**config.mk**
```make
export PLATFORM = sky130hd
export DESIGN_NAME = rx_word_packer
export DESIGN_NICKNAME = d
export VERILOG_FILES = /design/src/rtl/rx_word_packer.sv
export SDC_FILE = /design/constraint.sdc
export NUM_CORES = 1
export LEC_CHECK = 0
export CAP_MARGIN = 10
export CELL_PAD_IN_SITES_DETAIL_PLACEMENT = 0
export CELL_PAD_IN_SITES_GLOBAL_PLACEMENT = 2
export CORE_MARGIN = 1
export CORE_UTILIZATION = 37
export CTS_CLUSTER_DIAMETER = 30
export DETAILED_ROUTE_END_ITERATION = 6
export GPL_TIMING_DRIVEN = 0
export PLACE_DENSITY_LB_ADDON = 0.1
export SETUP_SLACK_MARGIN = 0.15
export SLEW_MARGIN = 20
export SYNTH_ARGS = -nofsm -noshare
export SYNTH_HDL_FRONTEND = slang
export SYNTH_SLANG_ARGS = --single-unit
```
**constraint.sdc**
```tcl
create_clock -name clock -period 3 [get_ports clock]
set_clock_uncertainty 0.2 [all_clocks]
set_input_delay 0.3 -clock clock [delete_from_list [all_inputs] [get_ports clock]]
set_output_delay 0.3 -clock clock [all_outputs]
set_load 0.1 [all_outputs]
```
**src/rtl/rx_word_packer.sv**
```systemverilog
// GMII receive front end: strips preamble/SFD, packs frame bytes big-endian into 32-bit words with sof/eof framing.
// Latency: a word leaves 5 cycles after its last byte; the final word leaves 1 or 2 cycles after rxdv falls.
// No backpressure: the PHY byte stream cannot be stalled, so output words are pulses that must be taken when presented.
module rx_word_packer #(
    parameter int MAXWORDS = 380,
    parameter int MAXPRE   = 15
) (
    input  logic        clock,
    input  logic        reset,
    input  logic        rxdv,
    input  logic        rxer,
    input  logic [7:0]  rxd,
    output logic        validout,
    output logic        sof,
    output logic        eof,
    output logic [31:0] dataout,
    output logic [2:0]  lastbytes,
    output logic        frameerror,
    output logic [15:0] framecount
);
    localparam int PW = $clog2(MAXPRE + 1);
    localparam int WW = $clog2(MAXWORDS + 1);
    localparam int BW = $clog2(4 * MAXWORDS + 5);

    typedef enum logic [2:0] {DROP, IDLE, PREAMBLE, DATA, FLUSH} state_t;

    state_t        state, state_nxt;
    logic [PW-1:0] precount, precount_nxt;
    logic [BW-1:0] bytecount, bytecount_nxt;
    logic [WW-1:0] wordcount, wordcount_nxt;
    logic [31:0]   pack, pack_nxt;
    logic [31:0]   hold, hold_nxt;
    logic          hold_vld, hold_vld_nxt;
    logic          first, first_nxt;
    logic          errflag, errflag_nxt;
    logic          valid_nxt, sof_nxt, eof_nxt, fe_nxt;
    logic [31:0]   data_nxt;
    logic [2:0]    lb_nxt;
    logic [15:0]   fc_nxt;
    logic [1:0]    lane;
    logic [31:0]   merged;
    logic          bad;

    always_comb begin
        state_nxt     = state;
        precount_nxt  = precount;
        bytecount_nxt = bytecount;
        wordcount_nxt = wordcount;
        pack_nxt      = pack;
        hold_nxt      = hold;
        hold_vld_nxt  = hold_vld;
        first_nxt     = first;
        errflag_nxt   = errflag;
        valid_nxt     = 1'b0;
        sof_nxt       = 1'b0;
        eof_nxt       = 1'b0;
        fe_nxt        = 1'b0;
        data_nxt      = '0;
        lb_nxt        = '0;
        fc_nxt        = framecount;
        lane          = bytecount[1:0];
        merged        = pack;
        // lane 0 lands in [31:24]
        merged[{~lane, 3'b000} +: 8] = rxd;
        bad           = errflag | (bytecount < BW'(64));

        case (state)
            DROP: begin
                if (!rxdv) state_nxt = IDLE;
            end
            IDLE: begin
                if (rxdv) begin
                    if (rxd == 8'h55) begin
                        state_nxt    = PREAMBLE;
                        precount_nxt = PW'(1);
                    end else begin
                        state_nxt = DROP;
                    end
                end
            end
            PREAMBLE: begin
                if (!rxdv) begin
                    state_nxt = IDLE;
                end else if (rxd == 8'h55) begin
                    if (precount >= PW'(MAXPRE)) state_nxt = DROP;
                    else                         precount_nxt = precount + 1'b1;
                end else if (rxd == 8'hD5) begin
                    state_nxt     = DATA;
                    bytecount_nxt = '0;
                    wordcount_nxt = '0;
                    errflag_nxt   = 1'b0;
                    first_nxt     = 1'b1;
                    pack_nxt      = '0;
                    hold_vld_nxt  = 1'b0;
                end else begin
                    state_nxt = DROP;
                end
            end
            DATA: begin
                if (rxdv) begin
                    errflag_nxt   = errflag | rxer;
                    bytecount_nxt = bytecount + 1'b1;
                    if (lane == 2'd3) begin
                        pack_nxt = '0;
                        if (wordcount == WW'(MAXWORDS)) begin
                            // Frame too long: close it on the held word and discard the rest.
                            valid_nxt    = 1'b1;
                            sof_nxt      = first;
                            eof_nxt      = 1'b1;
                            fe_nxt       = 1'b1;
                            lb_nxt       = 3'd4;
                            data_nxt     = hold;
                            first_nxt    = 1'b0;
                            hold_vld_nxt = 1'b0;
                            state_nxt    = DROP;
                        end else begin
                            wordcount_nxt = wordcount + 1'b1;
                            if (hold_vld) begin
                                valid_nxt = 1'b1;
                                sof_nxt   = first;
                                data_nxt  = hold;
                                first_nxt = 1'b0;
                            end
                            hold_nxt     = merged;
                            hold_vld_nxt = 1'b1;
                        end
                    end else begin
                        pack_nxt = merged;
                    end
                end else if (lane == 2'd0) begin
                    if (hold_vld) begin
                        valid_nxt = 1'b1;
                        sof_nxt   = first;
                        eof_nxt   = 1'b1;
                        fe_nxt    = bad;
                        lb_nxt    = 3'd4;
                        data_nxt  = hold;
                        if (!bad) fc_nxt = framecount + 1'b1;
                    end
                    first_nxt    = 1'b0;
                    hold_vld_nxt = 1'b0;
                    state_nxt    = IDLE;
                end else begin
                    // Partial tail: release the held word now, the padded tail next cycle.
                    if (hold_vld) begin
                        valid_nxt = 1'b1;
                        sof_nxt   = first;
                        data_nxt  = hold;
                        first_nxt = 1'b0;
                    end
                    hold_vld_nxt = 1'b0;
                    state_nxt    = FLUSH;
                end
            end
            FLUSH: begin
                valid_nxt = 1'b1;
                sof_nxt   = first;
                eof_nxt   = 1'b1;
                fe_nxt    = bad;
                lb_nxt    = {1'b0, lane};
                data_nxt  = pack;
                first_nxt = 1'b0;
                if (!bad) fc_nxt = framecount + 1'b1;
                state_nxt = rxdv ? DROP : IDLE;
            end
            default: state_nxt = DROP;
        endcase
    end

    always_ff @(posedge clock or negedge reset) begin
        if (!reset) begin
            state      <= DROP;
            precount   <= '0;
            bytecount  <= '0;
            wordcount  <= '0;
            pack       <= '0;
            hold       <= '0;
            hold_vld   <= 1'b0;
            first      <= 1'b0;
            errflag    <= 1'b0;
            validout   <= 1'b0;
            sof        <= 1'b0;
            eof        <= 1'b0;
            frameerror <= 1'b0;
            dataout    <= '0;
            lastbytes  <= '0;
            framecount <= '0;
        end else begin
            state      <= state_nxt;
            precount   <= precount_nxt;
            bytecount  <= bytecount_nxt;
            wordcount  <= wordcount_nxt;
            pack       <= pack_nxt;
            hold       <= hold_nxt;
            hold_vld   <= hold_vld_nxt;
            first      <= first_nxt;
            errflag    <= errflag_nxt;
            validout   <= valid_nxt;
            sof        <= sof_nxt;
            eof        <= eof_nxt;
            frameerror <= fe_nxt;
            dataout    <= data_nxt;
            lastbytes  <= lb_nxt;
            framecount <= fc_nxt;
        end
    end
endmodule

```
==> results.ini, run 1 <==
[outcome]
status = finished, final reports clean

[clocking]
cts_made_buffers = 17
insertion_delay_ns = 0.42
cts_root_buf = clkbuf_16
htree_num_levels = 4
clockBufferDepth = 2
path_clk_slew_ns = 0.06
cts_tree = done
clock_sink_count = 149

[global_route]
overflow = 0
grt_pass1_vias = 4827
grt_util_all_layers = 0.2073
grt_pass1_wl_um = 28160
grt_max_degree = 84
antenna_found_initial = 0

[finish]
nets = 708
syn_to_final_growth_pct = 24.45
drive_above_1_share = 0.1000
layout_common_cells = dfrtp_1 (148), a21oi_1 (71), clkdlybuf4s50_1 (58), a22o_1 (56), nor2_1 (51)
final_cells = 925
n_antenna_cell = 0
mostFrequentLayoutCell = dfrtp_1
stdcell_area_um2 = 8189
nFillCells = 1627
finish.utilization = 0.4718

[synth]
synth-main-ff-cell = dfrtp_1
syn-cell-area_um2 = 6580
syn-num-nets = 626
synth_area_leaders = dfrtp_1 (57%), a22o_1 (7.5%), a21oi_1 (5.4%), nor2b_1 (4.1%), nor2_1 (2.9%)
synth.distinct_cells = 59
yosysSeqAreaShare = 0.5666
synth_top_area_frac = 0.5666
syn_avg_cell_area_um2 = 10.88
async_reset_ff_frac = 1.000
yosysWarnings = 0
synth_top_cell_by_area = dfrtp_1
ys_ff_latch = 149
synth_edf_count = 0
syn_inst = 605

[min_path]
hold_path_startpoint = rxd[1]
worstHoldPathType = primary input to flip-flop

[critical_path]
crit_type = flip-flop to flip-flop
crit_required_ns = 3.14
critPathLaunch = state[2]$_DFFE_PN0P_
critPathLaunchType = flip-flop
end_kind = flip-flop
reg2reg_from = state[2]$_DFFE_PN0P_
worst_ep_arrival_time_ns = 2.80
critPathMaxFanout = 10

[power_and_ir_drop]
p_switching_mw = 1.138
power_frac_clock = 0.479
power.leakage_nw = 3.693
max-vdd-ir-drop_mv = 0.3828
swShare = 0.2430
internal_power_mw = 3.545
powerDensity_nw_per_um2 = 571.8
power.total_mw = 4.683
power_frac_seq = 0.446
pwr-share-comb = 0.075

[timing]
worst_pin_slew_ns = 0.9962
layout_min_cycle_time_ns = 2.657
rsz0062_at_grt = false
fin_crit_sh = 0.8857
hold_violations = 0
fmax_mhz = 376.3
slew_viol_final = 0
relSlewSlack = 0.3338
setup_viol = 0
hold_ws_ns = 0.1716

[route]
drt-total-wl_um = 17770
drc_errors = 0
routedWlPerCell_um = 19.21
antenna_left = 0
dr.pass1.iters = 5
viasPerCell = 5.390
first_iter_violations = 305
via_count = 4986

[flow_run]
drv_cap = 0

[floorplanning]
ios = 67
die_x_um = 135.4
dieArea_um2 = 18320
core-area_um2 = 17360
start_util = 0.3791
die_h_um = 135.4
row_count = 48

[placed_design]
post_dp_cell_area_um2 = 7485
place.gp.congestion = 0.8190
port_buffers = 59
dpl.cell_count = 890
hpwl_um = 11700

[synthesized netlist by cell type (all sizes together) (10+ instances only)]
cell type / number
nand2: 19
nand3: 14
buf: 10
a21oi: 71
o21ai: 25
a22o: 56
nor2b: 43
clkbuf: 31
dfrtp: 149
and3: 10
nor2: 53
xnor2: 20
nand4: 10
[state kept, by name (all words and copies together) (netlist names)]
| signal | cells |
|---|---|
| state | 3 |
| pack | 32 |
| precount | 4 |
| sof | 1 |
| frameerror | 1 |
| bytecount | 11 |
| wordcount | 9 |
| first | 1 |
| errflag | 1 |
| dataout | 32 |
| framecount | 16 |
| hold | 32 |
| eof | 1 |
| validout | 1 |
| lastbytes | 3 |
| hold_vld | 1 |
[timing repair]
item | in CTS | in global routing
endpoints found under the hold margin | 69 | 0
buffers inserted | 0 | 1
gates resized for setup | 7 | 13
pin swaps | 0 | 1
hold buffers | 2 | 0
endpoints found under the setup margin | 55 | 90
[routing by layer]
layer | wire length [µm] | global-route usage | part of all wire
met2 | 8768 | 0.3345 | 0.49
met5 | 0 | 0 | 0
met1 | 8250 | 0.2837 | 0.46
met3 | 578 | 0.04115 | 0.033
met4 | 176 | 0.05556 | 0.0099
[power by group through the flow]
stage	combinational [mW]	sequential, mW	clock [mW]
2_1_floorplan	0.223	2.12	0
3_3_place_gp	0.340	2.12	0
3_5_place_dp	0.348	2.12	0
4_1_cts	0.353	2.09	2.30
5_1_grt	0.393	2.09	2.39
6_report	0.351	2.09	2.24
[metrics by stage]
stage | TNS [ns] | worst slack (ns)
3_3_place_gp | -683.87 | -4.608
3_5_place_dp | -0.2745 | -0.04633
2_1_floorplan | 0 | 0.6656
4_1_cts | 0 | 0.08996
5_1_grt | 0 | 0.1689
6_report | 0 | 0.3428
[critical path: stages, from the launching register on]
cell and delay, ns:
dfrtp_1 0.35, clkbuf_1 0.27, nor3b_1 0.40, clkbuf_1 0.54, clkbuf_1 0.56, a22o_1 0.26
[worst paths after layout]
kind	endpoint	slack, ns	cells past startpoint
min	pack[17]$_DFFE_PN0P_	0.17	2
min in group asynchronous	framecount[11]$_DFFE_PN0P_	0.22	2
min reg2reg	wordcount[8]$_DFFE_PN0P_	0.29	1
max	dataout[0]$_DFF_PN0_	0.34	5
max reg2reg	dataout[0]$_DFF_PN0_	0.34	5
max in group asynchronous	state[0]$_DFFE_PN0P_	1.58	3
[kinds of logic after synthesis]
family                   Yosys count  synth area share
adder cells (fa/ha/maj)            9           0.01711
AO/OA/AOI/OAI                    180            0.1805
buffers and inverters             47           0.03004
AND/OR/NAND/NOR                  194            0.1700
XOR/XNOR                          22           0.02928
flip-flops                       149            0.5666
multiplexers                       4          0.006465
[final cells by class]
| cell class | count | area [µm²] | area share |
|---|---|---|---|
| Sequential cell | 149 | 3730 | 0.4555 |
| Timing Repair Buffer | 63 | 650.6 | 0.07945 |
| Clock inverter | 13 | 171.4 | 0.02093 |
| Multi-Input combinational cell | 409 | 2694 | 0.3290 |
| Buffer | 41 | 186.4 | 0.02277 |
| Tap cell | 225 | 281.5 | 0.03438 |
| Inverter | 6 | 22.52 | 0.002750 |
| Clock buffer | 19 | 452.9 | 0.05531 |
No activity file was read; power rests on OpenSTA's default activity.
==> run 2: changes to the inputs <==
--- a/config.mk
+++ b/config.mk
@@ -8,7 +8,6 @@
 export CAP_MARGIN = 10
 export CELL_PAD_IN_SITES_DETAIL_PLACEMENT = 0
 export CELL_PAD_IN_SITES_GLOBAL_PLACEMENT = 2
-export CORE_MARGIN = 1
 export CORE_UTILIZATION = 37
 export CTS_CLUSTER_DIAMETER = 30
 export DETAILED_ROUTE_END_ITERATION = 6
==> results of run 2 <==
Final layout, timing and power as in run 1 (identical DEF).
==> run 3: changes to the inputs <==
--- a/config.mk
+++ b/config.mk
@@ -8,6 +8,7 @@
 export CAP_MARGIN = 10
 export CELL_PAD_IN_SITES_DETAIL_PLACEMENT = 0
 export CELL_PAD_IN_SITES_GLOBAL_PLACEMENT = 2
+export CORE_ASPECT_RATIO = 1.1
 export CORE_UTILIZATION = 37
 export CTS_CLUSTER_DIAMETER = 30
 export DETAILED_ROUTE_END_ITERATION = 6
==> run 3 against run 2 <==
Against the previous run:
- clock-buffer cell count unchanged
- clock power down 3%
- die area about the same
- core utilization up 0.25 points
- critical path depth up 2
- sequential share of layout area up 0.16 points
- worst setup slack worse by 0.020 ns
- non-clock buffer count down 1
- sequential power about the same
- combinational power about the same
- cell count up 0.76%
- power down 1.6%
- largest power group unchanged
==> results.ini, run 3 (same netlist as run 1, synthesis figures left out) <==
[global_route]
antenna_found_initial = 0  ; unchanged
overflow = 0  ; unchanged
grt_pass1_wl_um = 27520  ; -2.3%
grt_util_all_layers = 0.2012  ; -0.006094
grt_pass1_vias = 4997  ; +3.5%
grt_max_degree = 97  ; +15%

[power_and_ir_drop]
pwr-share-comb = 0.076  ; about the same
power_frac_clock = 0.470  ; -0.009
power_frac_seq = 0.453  ; +0.007
swShare = 0.2390  ; -0.004012
max-vdd-ir-drop_mv = 0.3908  ; +2.1%
power.total_mw = 4.606  ; -1.6%
internal_power_mw = 3.505  ; -1.1%
powerDensity_nw_per_um2 = 564.4  ; -1.3%
p_switching_mw = 1.101  ; -3.3%
power.leakage_nw = 3.662  ; -0.84%

[finish]
drive_above_1_share = 0.09599  ; -0.004011
nFillCells = 1608  ; -1.2%
register_area_um2 = 3730  ; unchanged
layout_common_cells = dfrtp_1 (148), a21oi_1 (71), clkdlybuf4s50_1 (58), a22o_1 (56), nor2_1 (51)
nets = 707  ; -0.14%
multi_input_area_um2 = 2690  ; -0.14%
stdcell_area_um2 = 8160  ; -0.35%
finish.utilization = 0.4743  ; +0.002513
syn_to_final_growth_pct = 24.02
n_antenna_cell = 0  ; unchanged
mostFrequentLayoutCell = dfrtp_1
largest_registers = dataout x32, hold x32, pack x32

[critical_path]
critPathSlowestCell = dfrtp_2
critPathLaunchType = flip-flop
critPathMaxFanout = 10  ; unchanged
worst_ep_arrival_time_ns = 2.83  ; +0.03 ns
crit_chain = inv_1 -> ha_1 -> nor4bb_1 -> clkbuf_2 -> and3_1 -> clkbuf_1 -> a22o_1
end_kind = flip-flop
reg2reg_depth = 7  ; +2
cpPeakStageDelay_ns = 0.49  ; -0.07 ns
crit_type = flip-flop to flip-flop
crit_required_ns = 3.15  ; about the same

[clocking]
cts_tree = done
post-cts-setup-buffers = 0  ; unchanged
cts_made_buffers = 17  ; unchanged
insertion_delay_ns = 0.42  ; about the same
path_clk_slew_ns = 0.06  ; about the same
htree_num_levels = 4  ; unchanged
clockBufferDepth = 2  ; unchanged
cts_root_buf = clkbuf_16
clock_sink_count = 149  ; unchanged

[route]
antenna_left = 0  ; unchanged
drt-total-wl_um = 17310  ; -2.6%
routedWlPerCell_um = 18.57  ; -3.3%
viasPerCell = 5.380  ; -0.19%
via_count = 5014  ; +0.56%
dr.pass1.iters = 4  ; -1
first_iter_violations = 350  ; +15%
drc_errors = 0  ; unchanged

[floorplanning]
die_x_um = 129.2  ; -4.6%
ios = 67  ; unchanged
core-area_um2 = 17200  ; -0.88%
start_util = 0.3825  ; +0.003364
row_count = 50  ; +4.2%
dieArea_um2 = 18320  ; about the same
die_h_um = 141.9  ; +4.8%

[timing]
fin_crit_sh = 0.8924  ; +0.006663
fmax_mhz = 373.5  ; -0.75%
setup_ws_ns = 0.3228  ; -0.01999 ns
rsz0062_at_grt = false
slew_viol_final = 0  ; unchanged
layout_min_cycle_time_ns = 2.677  ; +0.01999 ns
setup_viol = 0  ; unchanged
relSlewSlack = 0.3443  ; +0.01052
worst_pin_slew_ns = 0.9804  ; -0.01573 ns
hold_violations = 0  ; unchanged
hold_ws_ns = 0.1332  ; -0.03843 ns

[flow_run]
drv_cap = 0  ; unchanged

[placed_design]
dp_slack_ns = -0.02154  ; +0.02479 ns
hpwl_um = 11610  ; -0.73%
post_dp_cell_area_um2 = 7496  ; +0.15%
port_buffers = 59  ; unchanged
place.gp.congestion = 0.8137  ; -0.65%

[outcome]
status = finished, final reports clean

[min_path]
hold-path-cell-count = 2  ; unchanged
worstHoldPathType = primary input to flip-flop

-- run 3: final timing paths --
kind / startpoint / end / slack [ns]
max: bytecount[0]$_DFFE_PN0P_ / pack[11]$_DFFE_PN0P_ / 0.32
max reg2reg: bytecount[0]$_DFFE_PN0P_ / pack[11]$_DFFE_PN0P_ / 0.32
min: rxd[1] / pack[17]$_DFFE_PN0P_ / 0.13
min in group asynchronous: reset / framecount[12]$_DFFE_PN0P_ / 0.20
max in group asynchronous: reset / hold_vld$_DFFE_PN0P_ / 1.60
min reg2reg: framecount[15]$_DFFE_PN0P_ / framecount[15]$_DFFE_PN0P_ / 0.27
-- run 3: area by class of cell --
type,count,area share
plain buffers,41,0.02269
clock buffers,19,0.05428
clock inverters,12,0.01886
inverters,6,0.002760
multi-input cells,409,0.3297
flip-flops and latches,149,0.4571
well taps,234,0.03588
repair buffers,62,0.07881
-- run 3: repair_timing --
| action | 4_1_cts | 5_1_grt |
|---|---|---|
| hold buffers | 2 | 0 |
| resized for setup | 8 | 10 |
| hold endpoints to repair | 56 | 0 |
| setup endpoints to repair | 55 | 94 |
| cloned | 0 | 0 |
-- run 3: power by group through the flow --
stage	clock, mW	combinational, mW	sequential, mW
after floorplan	0	0.223	2.12
after global placement	0	0.338	2.12
after detailed placement	0	0.347	2.12
after CTS	2.22	0.353	2.09
after global routing	2.31	0.391	2.09
final	2.17	0.352	2.09
-- run 3: metrics by stage --
| step | cells | TNS [ns] |
|---|---|---|
| after global placement | 898 | -685.54 |
| after floorplan | 605 | 0 |
| final | 932 | 0 |
| after detailed placement | 899 | -0.02154 |
| after global routing | 932 | 0 |
| after CTS | 932 | 0 |
-- run 3: critical path, delay by kind of cell (launching register included) --
family | cells | cell delay (ns)
flip-flops | 1 | 0.49
AND/OR/NAND/NOR | 2 | 0.48
AO/OA/AOI/OAI | 1 | 0.22
buffers and inverters | 3 | 0.79
adder cells (fa/ha/maj) | 1 | 0.43
-- run 3: metal layers --
metal,routed length (µm),GRT usage,vias up
li1,-,-,2331
met1,8077,0.2736,2523
met2,8259,0.3186,142
met4,244,0.06316,0
met3,730,0.04374,18
met5,0,0,-
